$ cat config.mk
export PLATFORM = sky130hd
export DESIGN_NAME = dm_cache_wb
export DESIGN_NICKNAME = d
export VERILOG_FILES = /design/src/rtl/dm_cache_wb.sv
export SDC_FILE = /design/constraint.sdc
export NUM_CORES = 1
export LEC_CHECK = 0
export ABC_AREA = 1
export CORE_UTILIZATION = 55
export CTS_CLUSTER_DIAMETER = 120
export DETAILED_ROUTE_END_ITERATION = 8
export DONT_BUFFER_PORTS = 1
export PLACE_DENSITY_LB_ADDON = 0.2
export SETUP_SLACK_MARGIN = 0.3
export SLEW_MARGIN = 20
export SYNTH_ARGS = -nofsm -noshare
export SYNTH_HDL_FRONTEND = slang
export SYNTH_SLANG_ARGS = --single-unit
$ cat constraint.sdc
create_clock -name clk -period 4.5 [get_ports clk]
set_input_delay 0.675 -clock clk [delete_from_list [all_inputs] [get_ports clk]]
set_output_delay 0.675 -clock clk [all_outputs]
set_load 0.01 [all_outputs]
$ cat src/rtl/dm_cache_wb.sv
// Direct-mapped write-back, write-allocate cache controller with a dirty bit per
// line, CPU valid/ready request port, multi-cycle memory handshake and full flush.
module dm_cache_wb #(
    parameter int ADDR_BITS  = 5,
    parameter int INDEX_BITS = 3,
    parameter int DATA_WIDTH = 32
) (
    input  logic                  clk,
    input  logic                  reset,
    input  logic                  req_valid,
    output logic                  req_ready,
    input  logic                  req_we,
    input  logic [ADDR_BITS-1:0]  req_addr,
    input  logic [DATA_WIDTH-1:0] req_wdata,
    output logic                  resp_valid,
    output logic [DATA_WIDTH-1:0] resp_rdata,
    output logic                  mem_req,
    output logic                  mem_we,
    output logic [ADDR_BITS-1:0]  mem_addr,
    output logic [DATA_WIDTH-1:0] mem_wdata,
    input  logic [DATA_WIDTH-1:0] mem_rdata,
    input  logic                  mem_ack,
    input  logic                  flush,
    output logic                  flush_done
);
    localparam int TAG_BITS = ADDR_BITS - INDEX_BITS;
    localparam int LINES    = 1 << INDEX_BITS;

    typedef enum logic [2:0] {
        S_IDLE, S_COMPARE, S_WRITEBACK, S_REFILL, S_FLUSH_CHECK, S_FLUSH_WB
    } state_t;

    state_t                state, state_n;
    logic [LINES-1:0]      valid, dirty;
    logic [TAG_BITS-1:0]   tag_mem  [LINES];
    logic [DATA_WIDTH-1:0] data_mem [LINES];

    logic                  lat_we;
    logic [ADDR_BITS-1:0]  lat_addr;
    logic [DATA_WIDTH-1:0] lat_wdata;
    logic [INDEX_BITS:0]   cnt, cnt_n;

    logic                  resp_valid_n, mem_req_n, mem_we_n, flush_done_n;
    logic [DATA_WIDTH-1:0] resp_rdata_n, mem_wdata_n, data_wval;
    logic [ADDR_BITS-1:0]  mem_addr_n;
    logic                  accept, line_we, line_valid_n, line_dirty_n, data_we, tag_we;
    logic [INDEX_BITS-1:0] line_idx;

    logic [INDEX_BITS-1:0] cur_idx, fidx;
    logic [TAG_BITS-1:0]   cur_tag;
    logic                  hit, acked;

    assign cur_idx   = lat_addr[INDEX_BITS-1:0];
    assign cur_tag   = lat_addr[ADDR_BITS-1:INDEX_BITS];
    assign fidx      = cnt[INDEX_BITS-1:0];
    assign hit       = valid[cur_idx] && (tag_mem[cur_idx] == cur_tag);
    assign acked     = mem_req && mem_ack;
    assign req_ready = (state == S_IDLE) && !flush;

    always_comb begin
        state_n      = state;
        cnt_n        = cnt;
        resp_valid_n = 1'b0;
        resp_rdata_n = resp_rdata;
        mem_req_n    = mem_req;
        mem_we_n     = mem_we;
        mem_addr_n   = mem_addr;
        mem_wdata_n  = mem_wdata;
        flush_done_n = 1'b0;
        accept       = 1'b0;
        line_we      = 1'b0;
        line_idx     = cur_idx;
        line_valid_n = 1'b0;
        line_dirty_n = 1'b0;
        data_we      = 1'b0;
        data_wval    = lat_wdata;
        tag_we       = 1'b0;
        case (state)
            S_IDLE: begin
                if (flush) begin
                    state_n = S_FLUSH_CHECK;
                    cnt_n   = '0;
                end else if (req_valid) begin
                    accept  = 1'b1;
                    state_n = S_COMPARE;
                end
            end
            S_COMPARE: begin
                if (hit) begin
                    resp_valid_n = 1'b1;
                    state_n      = S_IDLE;
                    if (lat_we) begin
                        data_we      = 1'b1;
                        line_we      = 1'b1;
                        line_valid_n = 1'b1;
                        line_dirty_n = 1'b1;
                    end else begin
                        resp_rdata_n = data_mem[cur_idx];
                    end
                end else if (valid[cur_idx] && dirty[cur_idx]) begin
                    state_n     = S_WRITEBACK;
                    mem_req_n   = 1'b1;
                    mem_we_n    = 1'b1;
                    mem_addr_n  = {tag_mem[cur_idx], cur_idx};
                    mem_wdata_n = data_mem[cur_idx];
                end else begin
                    state_n    = S_REFILL;
                    mem_req_n  = 1'b1;
                    mem_we_n   = 1'b0;
                    mem_addr_n = lat_addr;
                end
            end
            S_WRITEBACK: begin
                if (acked) begin
                    mem_req_n = 1'b0;
                    mem_we_n  = 1'b0;
                    state_n   = S_REFILL;
                end
            end
            S_REFILL: begin
                // Entered from WRITEBACK with mem_req low; re-issue as a read here
                if (acked) begin
                    mem_req_n    = 1'b0;
                    data_we      = 1'b1;
                    data_wval    = mem_rdata;
                    tag_we       = 1'b1;
                    line_we      = 1'b1;
                    line_valid_n = 1'b1;
                    state_n      = S_COMPARE;
                end else begin
                    mem_req_n  = 1'b1;
                    mem_we_n   = 1'b0;
                    mem_addr_n = lat_addr;
                end
            end
            S_FLUSH_CHECK: begin
                line_idx = fidx;
                if (cnt[INDEX_BITS]) begin
                    state_n      = S_IDLE;
                    flush_done_n = 1'b1;
                end else if (valid[fidx] && dirty[fidx]) begin
                    state_n     = S_FLUSH_WB;
                    mem_req_n   = 1'b1;
                    mem_we_n    = 1'b1;
                    mem_addr_n  = {tag_mem[fidx], fidx};
                    mem_wdata_n = data_mem[fidx];
                end else begin
                    line_we = 1'b1;
                    cnt_n   = cnt + 1'b1;
                end
            end
            S_FLUSH_WB: begin
                line_idx = fidx;
                if (acked) begin
                    mem_req_n = 1'b0;
                    mem_we_n  = 1'b0;
                    line_we   = 1'b1;
                    cnt_n     = cnt + 1'b1;
                    state_n   = S_FLUSH_CHECK;
                end
            end
            default: state_n = S_IDLE;
        endcase
    end

    always_ff @(posedge clk or posedge reset) begin
        if (reset) begin
            state      <= S_IDLE;
            valid      <= '0;
            dirty      <= '0;
            resp_valid <= 1'b0;
            resp_rdata <= '0;
            mem_req    <= 1'b0;
            mem_we     <= 1'b0;
            mem_addr   <= '0;
            mem_wdata  <= '0;
            flush_done <= 1'b0;
            cnt        <= '0;
            lat_we     <= 1'b0;
            lat_addr   <= '0;
            lat_wdata  <= '0;
        end else begin
            state      <= state_n;
            cnt        <= cnt_n;
            resp_valid <= resp_valid_n;
            resp_rdata <= resp_rdata_n;
            mem_req    <= mem_req_n;
            mem_we     <= mem_we_n;
            mem_addr   <= mem_addr_n;
            mem_wdata  <= mem_wdata_n;
            flush_done <= flush_done_n;
            if (accept) begin
                lat_we    <= req_we;
                lat_addr  <= req_addr;
                lat_wdata <= req_wdata;
            end
            if (line_we) begin
                valid[line_idx] <= line_valid_n;
                dirty[line_idx] <= line_dirty_n;
            end
        end
    end

    always_ff @(posedge clk) begin
        if (data_we) data_mem[cur_idx] <= data_wval;
        if (tag_we)  tag_mem[cur_idx]  <= cur_tag;
    end
endmodule

After elaboration in Yosys (flattened, before gate mapping). Memory sizes are Yosys's and may differ from the RTL's. Cells that the tools add are included.

$lt $le $gt $ge: 4. Eq/ne operators: 19. Reductions and logical operators: 23. Mux-type cells: 71. Bitwise gates (word level): 1. $add $sub $neg: 1.

Operator list (count): 2-to-1 mux 32 bit (6); case mux 32 bit (2 select lines) (1); 2-to-1 mux 1 bit (32); 2-to-1 mux 5 bit (5); AND reduction 5 bit (5); 2-to-1 mux 3 bit (8); != test 2 bit, second input constant (10); case mux 3 bit (6 select lines) (1); bitwise mux 8 bit (2); 2-to-1 mux 4 bit (4); case mux 5 bit (3 select lines) (1); binary-select mux 1 bit (select 3 bit) (4); < comparator 3 x 4 -> 1 bit, second input constant (3); case mux 4 bit (3 select lines) (1); case mux 1 bit (4 select lines) (2); == test 3 x 2 -> 1 bit, second input constant (2); == test 3 bit, second input constant (2); logical AND 1 bit (6); != test 3 bit, second input constant (2); AND reduction 3 bit (2); AND reduction 6 bit (1); nonzero test 3 bit (2); OR reduction 2 bit (3); adder 4 x 1 -> 4 bit, second input constant (1); 13 further kinds (13).

Logic and storage cells: 136. Input port bits: 75. Output and inout bits: 74. Memory bits (writable): 272. Memories: 2. Register bits: 134.

Memory list: data_mem (words 8, width 32, read ports 2, clocked after memory_dff 0, write ports 1, RTL line 36) `logic [DATA_WIDTH-1:0] data_mem [LINES];`; tag_mem (words 8, width 2, read ports 2, clocked after memory_dff 0, write ports 1, RTL line 35) `logic [TAG_BITS-1:0] tag_mem [LINES];`.

Logic depth before layout (Yosys ltp).
Depth in word-level cells: 8. Mapped depth: 16. Depth with buffers taken out: 14.

Least setup slack after synthesis. No wires, ideal clock.

Path type: register to register. Start: reg lat_addr[1]. End: mem data_mem[0][0], enable pin. Stages on the path, launching flop included: 13. Arrival: 3.032 ns. Required time: 4.079 ns. Library setup time: 0.421 ns. Buffers on the path: 1. Path slack: 1.047 ns. Period minus slack after synthesis: 3.453 ns. Path through: dfrtp_1 buf_4 nor2_1 nand3_1 nand2_1 nor2_1 nand2_1 nand3_1 nor2_4 nand3_2 nand2_2 inv_1 nor2_1.

Longest elaborated chain between the ends: 7. Elaborated cells on any way between the ends: 9. Classes of those cells: eq/ne (1); mux (6); reduce/logical (1); memory (1).

Ends and longest elaborated chain: start, declared (RTL line 39) `logic [ADDR_BITS-1:0] lat_addr;`; start signal, assigned (RTL line 194) `lat_addr <= req_addr;`; memory read (8 x 2 bit) / binary-select mux 1 bit (select 3 bit) (equally long branches); == test 2 bit / 2-to-1 mux 1 bit (equally long branches) (RTL line 56) `assign hit = valid[cur_idx] && (tag_mem[cur_idx] == cur_tag);`; logical AND 1 bit (RTL line 56); 2-to-1 mux 1 bit (RTL line 89) `if (hit) begin`; case mux 1 bit (2 select lines) (RTL line 78) `case (state)`; 2-to-1 mux 1 bit (RTL line 205) `if (data_we) data_mem[cur_idx] <= data_wval;`; 2-to-1 mux 1 bit (not written as such) (RTL line 205); end, declared (RTL line 36).

Parallel ways exist; a longest one is shown, timed or not. The select of a mux whose other input is x is not followed.

Final worst setup path.
Start: reg lat_addr[0]. End: mem data_mem[1][14], enable pin.

Same word-level chain as after synthesis.

==> out/results.ini <==
[sta]
fmaxAchievable_mhz = 271
whs_ns = 0.200
finalCriticalPeriod_ns = 3.69
slew_headroom_pct = 31.2
setup_viol = 0
finalCritPeriodShare_pct = 81.9
tns_ns = 0
finalHoldViolCount = 0
worst_pin_slew_ns = 1.03
rsz0062_at_grt = false
slew_violations = 0
fin_worst_skew_ns = 0.0224

[critical_path]
path_common_cell = nand2_1
slowest_stage = nor2_4
r2r_slack_ns = 0.81
cp-start-kind = flip-flop
endpoint_kind = flip-flop
cp.arrival_ns = 3.86
cp_max_fo = 34
worstSetupPathType = reg2reg
crit_chain = inv_2, nand2_1, nand2_1, nand2_1, nand2_1, nand2_1, nand2_2, nand3_1, nor2_4, nand3_2, nand2_2, inv_1, nor2_4
rr_worst_depth = 13
reg2reg_from = lat_addr[0]$_DFFE_PP0P_
cp-startpoint = lat_addr[0]$_DFFE_PP0P_
rr_endpoint = data_mem[1][14]$_DFFE_PP_
cp_slowest_stage_delay_ns = 0.80
worst_ep_required_time_ns = 4.67

[logic_synthesis]
ys_seq_area_share_pct = 60.0
synth_edf_count = 272
synth_fp_nets = 2068
synth-simple-area-share_pct = 15.3
yosys.area.top_type_share_pct = 42.6
ys_types = 46
synth.most_common_cell = nand2_1
synthXorXnorAreaFrac_pct = 0.0913
syn_area_um2 = 19200
synthTopCellsByArea = edfxtp_1 43%, dfrtp_1 17%, nand2_1 8.3%
synthArstFlopShare_pct = 33.0
synth_top_family_by_area = compound AO/OA/AOI/OAI gates
yosys.area_share.adder_pct = 0.261
syn_inst = 1989
synth_seq_cells = 406
synth_common_cells = 426 x nand2_1, 283 x o21ai_0, 272 x edfxtp_1
synth_compound_area_share_pct = 16.3
synth.area.mux_share_pct = 1.58
syn_avg_cell_area_um2 = 9.65
synth_ff_type = edfxtp_1
synth_warnings = 0
synth_top_area_cell = edfxtp_1

[power]
irDropWorstVdd_v = 0.000438
powerDensity_nw_per_um2 = 656
p_leak_nw = 8.38

[layout]
diodes = 0
final_cell_area_um2 = 20900
fin_nets = 2031
fillerInstances = 2805
drive_above_1_share_pct = 9.82
area_delta_synth_final_pct = 9.13

[clocking]
ctsResizeCount = 0
clk_latency_ns = 0.56
cts_sinks = 406
cts_setup_buffers = 0
h-tree-depth = 2
cts-root-buf = clkbuf_16
cts_tree = built
cts_buffer_depth = 3
cts_buffers = 42
clkTransAtPathRegs_ns = 0.06
cts.hold.buffers_added = 0

[placed_design]
portBuffers = 0
place_area_um2 = 19600
hpwl_um = 36800
routabilityCongestion = 0.907

[floorplanning]
initial_core_util_pct = 55.7
dieArea_um2 = 35600
rows = 68
die_y_um = 189
fp.dieW_um = 189
ios = 149
core-area_um2 = 34500

[routing]
ant_nets = 0
drt_iter0_drc = 2043
routed_wl_um = 55700
dr.pass1.iters = 8
via_count = 15000
drc_errors = 0
detail_route.vias_per_cell = 6.15
wl_per_cell_um = 22.8

[global_routing]
gr-usage-all-layers_pct = 31.3
antenna_found_initial = 3
grt_pass1_wl_um = 84100
grt_pass1_vias = 14000
gr-total-overflow = 0
grt_max_degree = 135

[flow_run]
drv_cap = 0

[status]
status = completed

[hold_path]
hold_path.class = in2async

-- sequential cells by signal, indices dropped and copies added (netlist names) --
signal / count
lat_we: 1
mem_req: 1
resp_rdata: 32
state: 3
lat_wdata: 32
data_mem: 256
mem_we: 1
valid: 8
mem_wdata: 32
cnt: 4
mem_addr: 5
flush_done: 1
dirty: 8
tag_mem: 16
resp_valid: 1
lat_addr: 5
-- per-stage QoR --
stage	setup slack [ns]	instances	util (%)	total power, mW
after global routing	0.473	2441	60.8	14.4
after floorplan	1.05	1989	-	8.62
final	0.813	2441	60.8	13.7
after CTS	0.798	2441	60.8	13.7
after global placement	0.879	2363	56.8	10.1
after detailed placement	0.810	2363	56.8	10.2
-- final cells by class --
class	count	area, um^2	area share (%)
sequential	406	11500	55.0
multi-input combinational	1285	6510	31.1
clock buffer	57	1200	5.73
inverter	182	687	3.28
tap	455	569	2.72
timing repair buffer	35	275	1.31
clock inverter	21	176	0.842
-- kinds of logic after synthesis --
logic type | count (synthesis)
flip-flops | 406
buffers and inverters | 298
AND/OR/NAND/NOR | 704
AO/OA/AOI/OAI | 548
adder cells (fa/ha/maj) | 4
multiplexers | 27
XOR/XNOR | 2
-- cells in the final DEF (no fill, tap or decap), types with 3 or more instances in the layout --
master	n
clkinvlp_4	4
clkinv_1	7
a21oi_1	132
a22oi_1	35
nand2_1	424
o21ai_2	26
clkinv_2	5
nand2_2	7
nor2_2	8
dfrtp_1	132
nor2_1	130
nor3_1	3
nor2_4	10
inv_1	176
o22ai_1	18
ha_1	4
o21ai_1	9
o21a_1	6
buf_4	34
a221oi_1	4
o21ai_0	281
edfxtp_1	272
a22o_1	25
a211oi_1	6
nand3_1	83
clkbuf_8	5
clkbuf_1	8
inv_2	5
or2_2	5
nand4_1	25
mux2_2	27
clkbuf_16	44
-- per-layer routing --
layer	share of wire, %	track usage, %	wire (um)	up-vias
li1	-	-	-	6775
met4	2.4	8.90	1330	2
met5	0.023	0	13	-
met3	14	8.72	7780	117
met1	42	47.0	23400	7108
met2	42	44.1	23100	1009
-- power breakdown --
group	total, mW	switching, mW	internal [mW]
clock	3.44	1.45	1.99
sequential	5.32	0.526	4.79
combinational	4.99	3.64	1.35
-- worst max-delay path by stage --
stage | slack, ns | to | cells after the start
2_1_floorplan | 1.05 | data_mem[0][0]$_DFFE_PP_ | 12
3_3_place_gp | 0.88 | data_mem[1][7]$_DFFE_PP_ | 13
3_5_place_dp | 0.81 | data_mem[1][6]$_DFFE_PP_ | 13
4_1_cts | 0.80 | data_mem[1][14]$_DFFE_PP_ | 13
5_1_grt | 0.47 | data_mem[1][14]$_DFFE_PP_ | 11
6_report | 0.81 | data_mem[1][14]$_DFFE_PP_ | 13
-- critical path: cells and delay by family (launching register included) --
family                 cells  cell delay (ns)
buffers and inverters      2             0.90
AND/OR/NAND/NOR           11             2.00
flip-flops                 1             0.39
Power figures use the tool's default switching activity.
